==> config.mk <==
export PLATFORM = sky130hd
export DESIGN_NAME = pipeline_hazard_controller
export DESIGN_NICKNAME = d
export VERILOG_FILES = /design/src/rtl/pipeline_hazard_controller_pkg.sv /design/src/rtl/pipeline_hazard_controller_scoreboard.sv /design/src/rtl/pipeline_hazard_controller.sv
export SDC_FILE = /design/constraint.sdc
export NUM_CORES = 1
export LEC_CHECK = 0
export ABC_CLOCK_PERIOD_IN_PS = 3200
export CAP_MARGIN = 20
export CORE_ASPECT_RATIO = 0.8
export CORE_MARGIN = 2
export CORE_UTILIZATION = 45
export CTS_CLUSTER_SIZE = 16
export DETAILED_ROUTE_END_ITERATION = 8
export PLACE_DENSITY = 0.72
export SYNTH_ARGS = -nofsm -noshare
export SYNTH_HDL_FRONTEND = slang
export SYNTH_HIERARCHICAL = 1
export SYNTH_SLANG_ARGS = --single-unit
==> constraint.sdc <==
create_clock -name clk -period 3.2 [get_ports clk]
set_input_delay 0.64 -clock clk [delete_from_list [all_inputs] [get_ports clk]]
set_output_delay 0.64 -clock clk [all_outputs]
set_load 0.02 [all_outputs]
==> src/rtl/pipeline_hazard_controller_pkg.sv <==
// Shared processor package for the hazard controller.
// Holds the hazard FSM encodings, the register-0 constant and the
// scoreboard slot payload.
package pipeline_hazard_controller_pkg;

  localparam int unsigned REG_W   = 5;
  localparam int unsigned STATE_W = 2;

  localparam logic [REG_W-1:0] REG_ZERO = REG_W'(0);

  typedef enum logic [STATE_W-1:0] {
    ST_RUN   = 2'd0,
    ST_STALL = 2'd1,
    ST_FLUSH = 2'd2
  } hz_state_e;

  // One in-flight writer: does it write the register file, and where.
  typedef struct packed {
    logic             valid;
    logic [REG_W-1:0] dest;
  } sb_entry_t;

endpackage

==> src/rtl/pipeline_hazard_controller_scoreboard.sv <==
// hazard_scoreboard: shift register of in-flight writers (EX, MEM, WB, ...).
// Ports:
//   clk, reset          - clock, synchronous active-high reset
//   i_issue             - entry entering EX this cycle (bubble = invalid)
//   i_rs, i_rt          - source registers of the instruction in ID
//   o_match_rs/_rt      - some valid slot targets rs / rt (combinational)
module hazard_scoreboard
  import pipeline_hazard_controller_pkg::*;
#(
  parameter int unsigned SB_DEPTH = 3
) (
  input  logic             clk,
  input  logic             reset,
  input  sb_entry_t        i_issue,
  input  logic [REG_W-1:0] i_rs,
  input  logic [REG_W-1:0] i_rt,
  output logic             o_match_rs,
  output logic             o_match_rt
);

  sb_entry_t r_slot [SB_DEPTH];

  // Slot 0 takes the issued entry; older writers shift towards the WB end.
  always_ff @(posedge clk) begin
    if (reset) begin
      for (int i = 0; i < int'(SB_DEPTH); i++) begin
        r_slot[i] <= '0;
      end
    end else begin
      r_slot[0] <= i_issue;
      for (int i = 1; i < int'(SB_DEPTH); i++) begin
        r_slot[i] <= r_slot[i-1];
      end
    end
  end

  // Any valid pending writer of the register blocks the read.
  always_comb begin
    o_match_rs = 1'b0;
    o_match_rt = 1'b0;
    for (int i = 0; i < int'(SB_DEPTH); i++) begin
      if (r_slot[i].valid && (r_slot[i].dest == i_rs)) o_match_rs = 1'b1;
      if (r_slot[i].valid && (r_slot[i].dest == i_rt)) o_match_rt = 1'b1;
    end
  end

endmodule

==> src/rtl/pipeline_hazard_controller.sv <==
// pipeline_hazard_controller: stall/flush control for a non-forwarding
// 5-stage pipeline.
// Ports:
//   clk, reset                      - clock, synchronous active-high reset
//   id_rs/id_rt, id_uses_rs/_rt     - ID source registers and read flags
//   id_dest, id_reg_write           - ID final write register and RegWrite
//   id_jump                         - ID holds j/jal
//   ex_redirect                     - taken branch or jr resolved in EX
//   pc_en, ifid_en                  - PC / IF-ID write enables (combinational)
//   ifid_nop, idex_nop              - pipeline-register nop controls (comb.)
//   stall_count, flush_count        - saturating event counters
//   state_out                       - current FSM state
module pipeline_hazard_controller
  import pipeline_hazard_controller_pkg::*;
#(
  parameter int unsigned CNT_WIDTH = 16,
  parameter int unsigned SB_DEPTH  = 3
) (
  input  logic                 clk,
  input  logic                 reset,
  input  logic [REG_W-1:0]     id_rs,
  input  logic [REG_W-1:0]     id_rt,
  input  logic                 id_uses_rs,
  input  logic                 id_uses_rt,
  input  logic [REG_W-1:0]     id_dest,
  input  logic                 id_reg_write,
  input  logic                 id_jump,
  input  logic                 ex_redirect,
  output logic                 pc_en,
  output logic                 ifid_en,
  output logic                 ifid_nop,
  output logic                 idex_nop,
  output logic [CNT_WIDTH-1:0] stall_count,
  output logic [CNT_WIDTH-1:0] flush_count,
  output logic [STATE_W-1:0]   state_out
);

  localparam logic [CNT_WIDTH-1:0] CNT_MAX = '1;

  hz_state_e            r_state;
  hz_state_e            w_next_state;
  logic [CNT_WIDTH-1:0] r_stall_count;
  logic [CNT_WIDTH-1:0] r_flush_count;
  logic                 w_match_rs;
  logic                 w_match_rt;
  logic                 w_raw_hazard;
  logic                 w_stall_inc;
  logic                 w_flush_inc;
  sb_entry_t            w_issue;

  hazard_scoreboard #(
    .SB_DEPTH (SB_DEPTH)
  ) u_scoreboard (
    .clk        (clk),
    .reset      (reset),
    .i_issue    (w_issue),
    .i_rs       (id_rs),
    .i_rt       (id_rt),
    .o_match_rs (w_match_rs),
    .o_match_rt (w_match_rt)
  );

  // Register 0 is hardwired, so reads of it never wait on a writer.
  assign w_raw_hazard = (id_uses_rs && (id_rs != REG_ZERO) && w_match_rs) ||
                        (id_uses_rt && (id_rt != REG_ZERO) && w_match_rt);

  // Decision logic: redirect > RAW hazard > jump > normal flow.
  always_comb begin
    pc_en        = 1'b1;
    ifid_en      = 1'b1;
    ifid_nop     = 1'b0;
    idex_nop     = 1'b0;
    w_issue      = '0;
    w_next_state = ST_RUN;
    w_stall_inc  = 1'b0;
    w_flush_inc  = 1'b0;
    if (reset) begin
      ifid_nop = 1'b1;
      idex_nop = 1'b1;
    end else if (ex_redirect) begin
      ifid_nop     = 1'b1;
      idex_nop     = 1'b1;
      w_next_state = ST_FLUSH;
      w_flush_inc  = 1'b1;
    end else if (w_raw_hazard) begin
      pc_en        = 1'b0;
      ifid_en      = 1'b0;
      idex_nop     = 1'b1;
      w_next_state = ST_STALL;
      w_stall_inc  = 1'b1;
    end else begin
      w_issue.valid = id_reg_write && (id_dest != REG_ZERO);
      w_issue.dest  = id_dest;
      if (id_jump) begin
        ifid_nop    = 1'b1;
        w_flush_inc = 1'b1;
      end
    end
  end

  // State and saturating counters; a reset cycle never counts.
  always_ff @(posedge clk) begin
    if (reset) begin
      r_state       <= ST_RUN;
      r_stall_count <= '0;
      r_flush_count <= '0;
    end else begin
      r_state <= w_next_state;
      if (w_stall_inc && (r_stall_count != CNT_MAX)) begin
        r_stall_count <= r_stall_count + CNT_WIDTH'(1);
      end
      if (w_flush_inc && (r_flush_count != CNT_MAX)) begin
        r_flush_count <= r_flush_count + CNT_WIDTH'(1);
      end
    end
  end

  assign stall_count = r_stall_count;
  assign flush_count = r_flush_count;
  assign state_out   = r_state;

endmodule
==> reports/metrics.cfg, run 1 <==
[floorplanning]
die-width_microns=91.03
io_pins=60
dieHeight_microns=73.62
core_sq_mm=0.005881
dieArea_sq_mm=0.006701
start_util=0.4636
rows=25

[sta]
post-route-period-util=0.9763
hold_viol_final=0
rsz0062_at_grt=true
finalCriticalPeriod_ps=3124
finalSetupViolCount=0
fmax_ghz=0.3201
worst_pin_slew_ps=1130
whs_ps=497.7
clock_skew_ps=11.63
relSlewSlack=0.2369
final_max_slew_viol_count=0

[worst_hold_path]
hp-start=flush_count[11]
min_path_type=flip-flop to flip-flop
whs_path_depth=2
hold_path_end=flush_count[11]

[synth]
ys_types=45
yosysWarnings=6
ys_ff_latch=52
synth_area_sq_mm=0.002726
synthArstFlopShare=0
synth_cells=306
syn_area_per_cell_sq_um=8.910
yosys_most_used_dff=dfxtp_1
synth-edff-count=0
synth_seq_area_share=0.3818
syn_nets=330

[clock_network]
cts.htree.levels=2
cts_hold_buf=0
cts_max_path_buffers=2
clkLatencyLatePin_ps=320
clkTransAtPathRegs_ps=100
cts_root_buf=clkbuf_8
cts.sinks=52
cts_made_buffers=5
tritoncts=yes

[power]
vdd.ir_drop.worst_uv=148.3
leakage_nw=1.259
power_mw=1.165
p_per_area_mw_per_mm2=329.6

[drt]
first_iter_violations=90
first_pass_iters=4
via_count=2529
viasPerCell=5.583
ant_nets=0
drc=0
totalWireLength_mm=6.793
wl_per_cell_microns=15.00

[worst_setup_path]
crit_path_max_fanout=4
rrSetupSlack_ps=790
slowest_delay_ps=460
worst_r2r_path_depth=10
reg2reg_to=stall_count[4]
start_kind=primary input
critPathSlowestCell=clkdlybuf4s50_1
critPathRequiredTime_ps=2560
cp_cell_sequence=clkdlybuf4s50_1 -> buf_4 -> xor2_1 -> nor4_1 -> nand3_1 -> nand3_2 -> o211ai_4 -> a21oi_2 -> inv_2 -> dlygate4sd2_1
criticalPathCategory=primary input to primary output
cp.arrival_ps=2480
crit_path_end_kind=primary output
r2r-start=u_scoreboard/r_slot[0][6]

[grt]
grt_pass1_wl_mm=10.87
grtUsageTotal=0.2054
antenna_found_initial=0
grt_max_degree=52
grt_pass1_vias=2232
gr-total-overflow=0

[placed_design]
dpl.hpwl_mm=4.901
portBuffers=59
place.gp.congestion=0.8639

[layout]
final_common_cell=dfxtp_1
fillCellCount=536
antennaDiodeCount=0
final_nets=395
layout_common_cells=52 x dfxtp_1, 47 x clkdlybuf4s50_1, 26 x a21oi_1, 24 x xor2_1, 19 x nand3_1
drive_above_1_share=0.1156
syn2layout_area_growth_pct=29.69
utilization=0.6013

[outcome]
status=completed

[run]
cap_viol_max_count=0

-- synthesized netlist by cell type, types with 3 or more instances --
cell / number / share of area
nor2_1: 12 / 0.017
nor4_1: 6 / 0.014
xor2_1: 24 / 0.077
and4_1: 3 / 0.0096
nand2_1: 10 / 0.014
o21ai_0: 14 / 0.026
or3_1: 10 / 0.023
o31ai_1: 13 / 0.036
buf_4: 3 / 0.0083
and2b_2: 8 / 0.026
and2_1: 7 / 0.016
dfxtp_1: 52 / 0.38
inv_1: 6 / 0.0083
or4_1: 13 / 0.036
nand3b_1: 3 / 0.0083
a21oi_1: 26 / 0.048
nor2b_1: 13 / 0.030
nand4_1: 10 / 0.023
clkbuf_1: 9 / 0.012
xnor2_1: 7 / 0.022
nand3_1: 21 / 0.039
o41ai_1: 3 / 0.0096
and3_1: 3 / 0.0069
-- routing by layer --
metal	up-vias	routed length, microns	GRT usage
met5	-	0	0
met4	0	74	0.06734
met3	7	417	0.04410
met2	71	2982	0.3045
met1	1179	3319	0.2986
li1	1272	-	-
-- layout make-up --
type	instances	area (sq um)	area share
Multi-Input combinational cell	234	1604	0.4536
Clock buffer	5	68.82	0.01946
Sequential cell	52	1041	0.2944
Clock inverter	3	23.77	0.006723
Inverter	7	26.28	0.007431
Timing Repair Buffer	71	670.6	0.1897
Tap cell	81	101.3	0.02866
-- critical path: cells and delay by family --
kind	cells	cell delay, ps
AOI/OAI and AO/OA	2	290
xor gates and xnor gates	1	130
buffers and inverters	4	1020
and+or+nand+nor	3	400
-- power breakdown --
part / switching (mW) / leakage, nW / internal [mW]
combinational: 0.0564 / 0.798 / 0.0578
sequential: 0.00929 / 0.420 / 0.654
clock: 0.232 / 0.0404 / 0.155
total: 0.298 / 1.26 / 0.867
-- kinds of logic after synthesis --
group | count (synthesis) | share of synthesized area
and+or+nand+nor | 130 | 0.2923
AOI/OAI and AO/OA | 68 | 0.1707
DFF | 52 | 0.3818
xor gates and xnor gates | 31 | 0.09959
buffers and inverters | 20 | 0.03442
muxes | 3 | 0.01193
adders and majority gates | 2 | 0.009177
-- stage by stage --
step	area, sq um	TNS (ps)	cells	setup slack, ps
6_report	3536	0	453	75.73
5_1_grt	3536	-18.78	453	-10.42
4_1_cts	3525	0	453	8.785
3_5_place_dp	3426	-1652	443	-330.7
3_3_place_gp	3426	-1103	443	-312.0
2_1_floorplan	2726	0	306	358.9
-- what timing repair did --
| item | CTS | global route |
|---|---|---|
| setup endpoints to repair | 4 | 4 |
| resized for setup | 15 | 4 |
| setup buffers | 2 | 0 |
| pin swaps | 5 | 5 |
-- worst max path at each step --
stage	startpoint	to	slack, ps	cells after the start
3_3_place_gp	id_rs[0]	idex_nop	-310	7
3_5_place_dp	id_rs[0]	ifid_nop	-330	9
6_report	id_rt[0]	ifid_en	80	10
5_1_grt	id_rt[0]	pc_en	-10	10
2_1_floorplan	id_rt[1]	pc_en	360	10
4_1_cts	id_rt[3]	idex_nop	9	7
-- sequential cells by signal, summed over array words and instances (netlist names) --
signal               count
flush_count             16
stall_count             16
u_scoreboard/r_slot     18
state_out                2
(Power assumes the default switching activity.)
==> run 2: changes to the inputs <==
Settings changed: CTS_CLUSTER_SIZE 16 to unset.
==> results of run 2 <==
The final DEF is identical to that of run 1; final timing and power are the same.
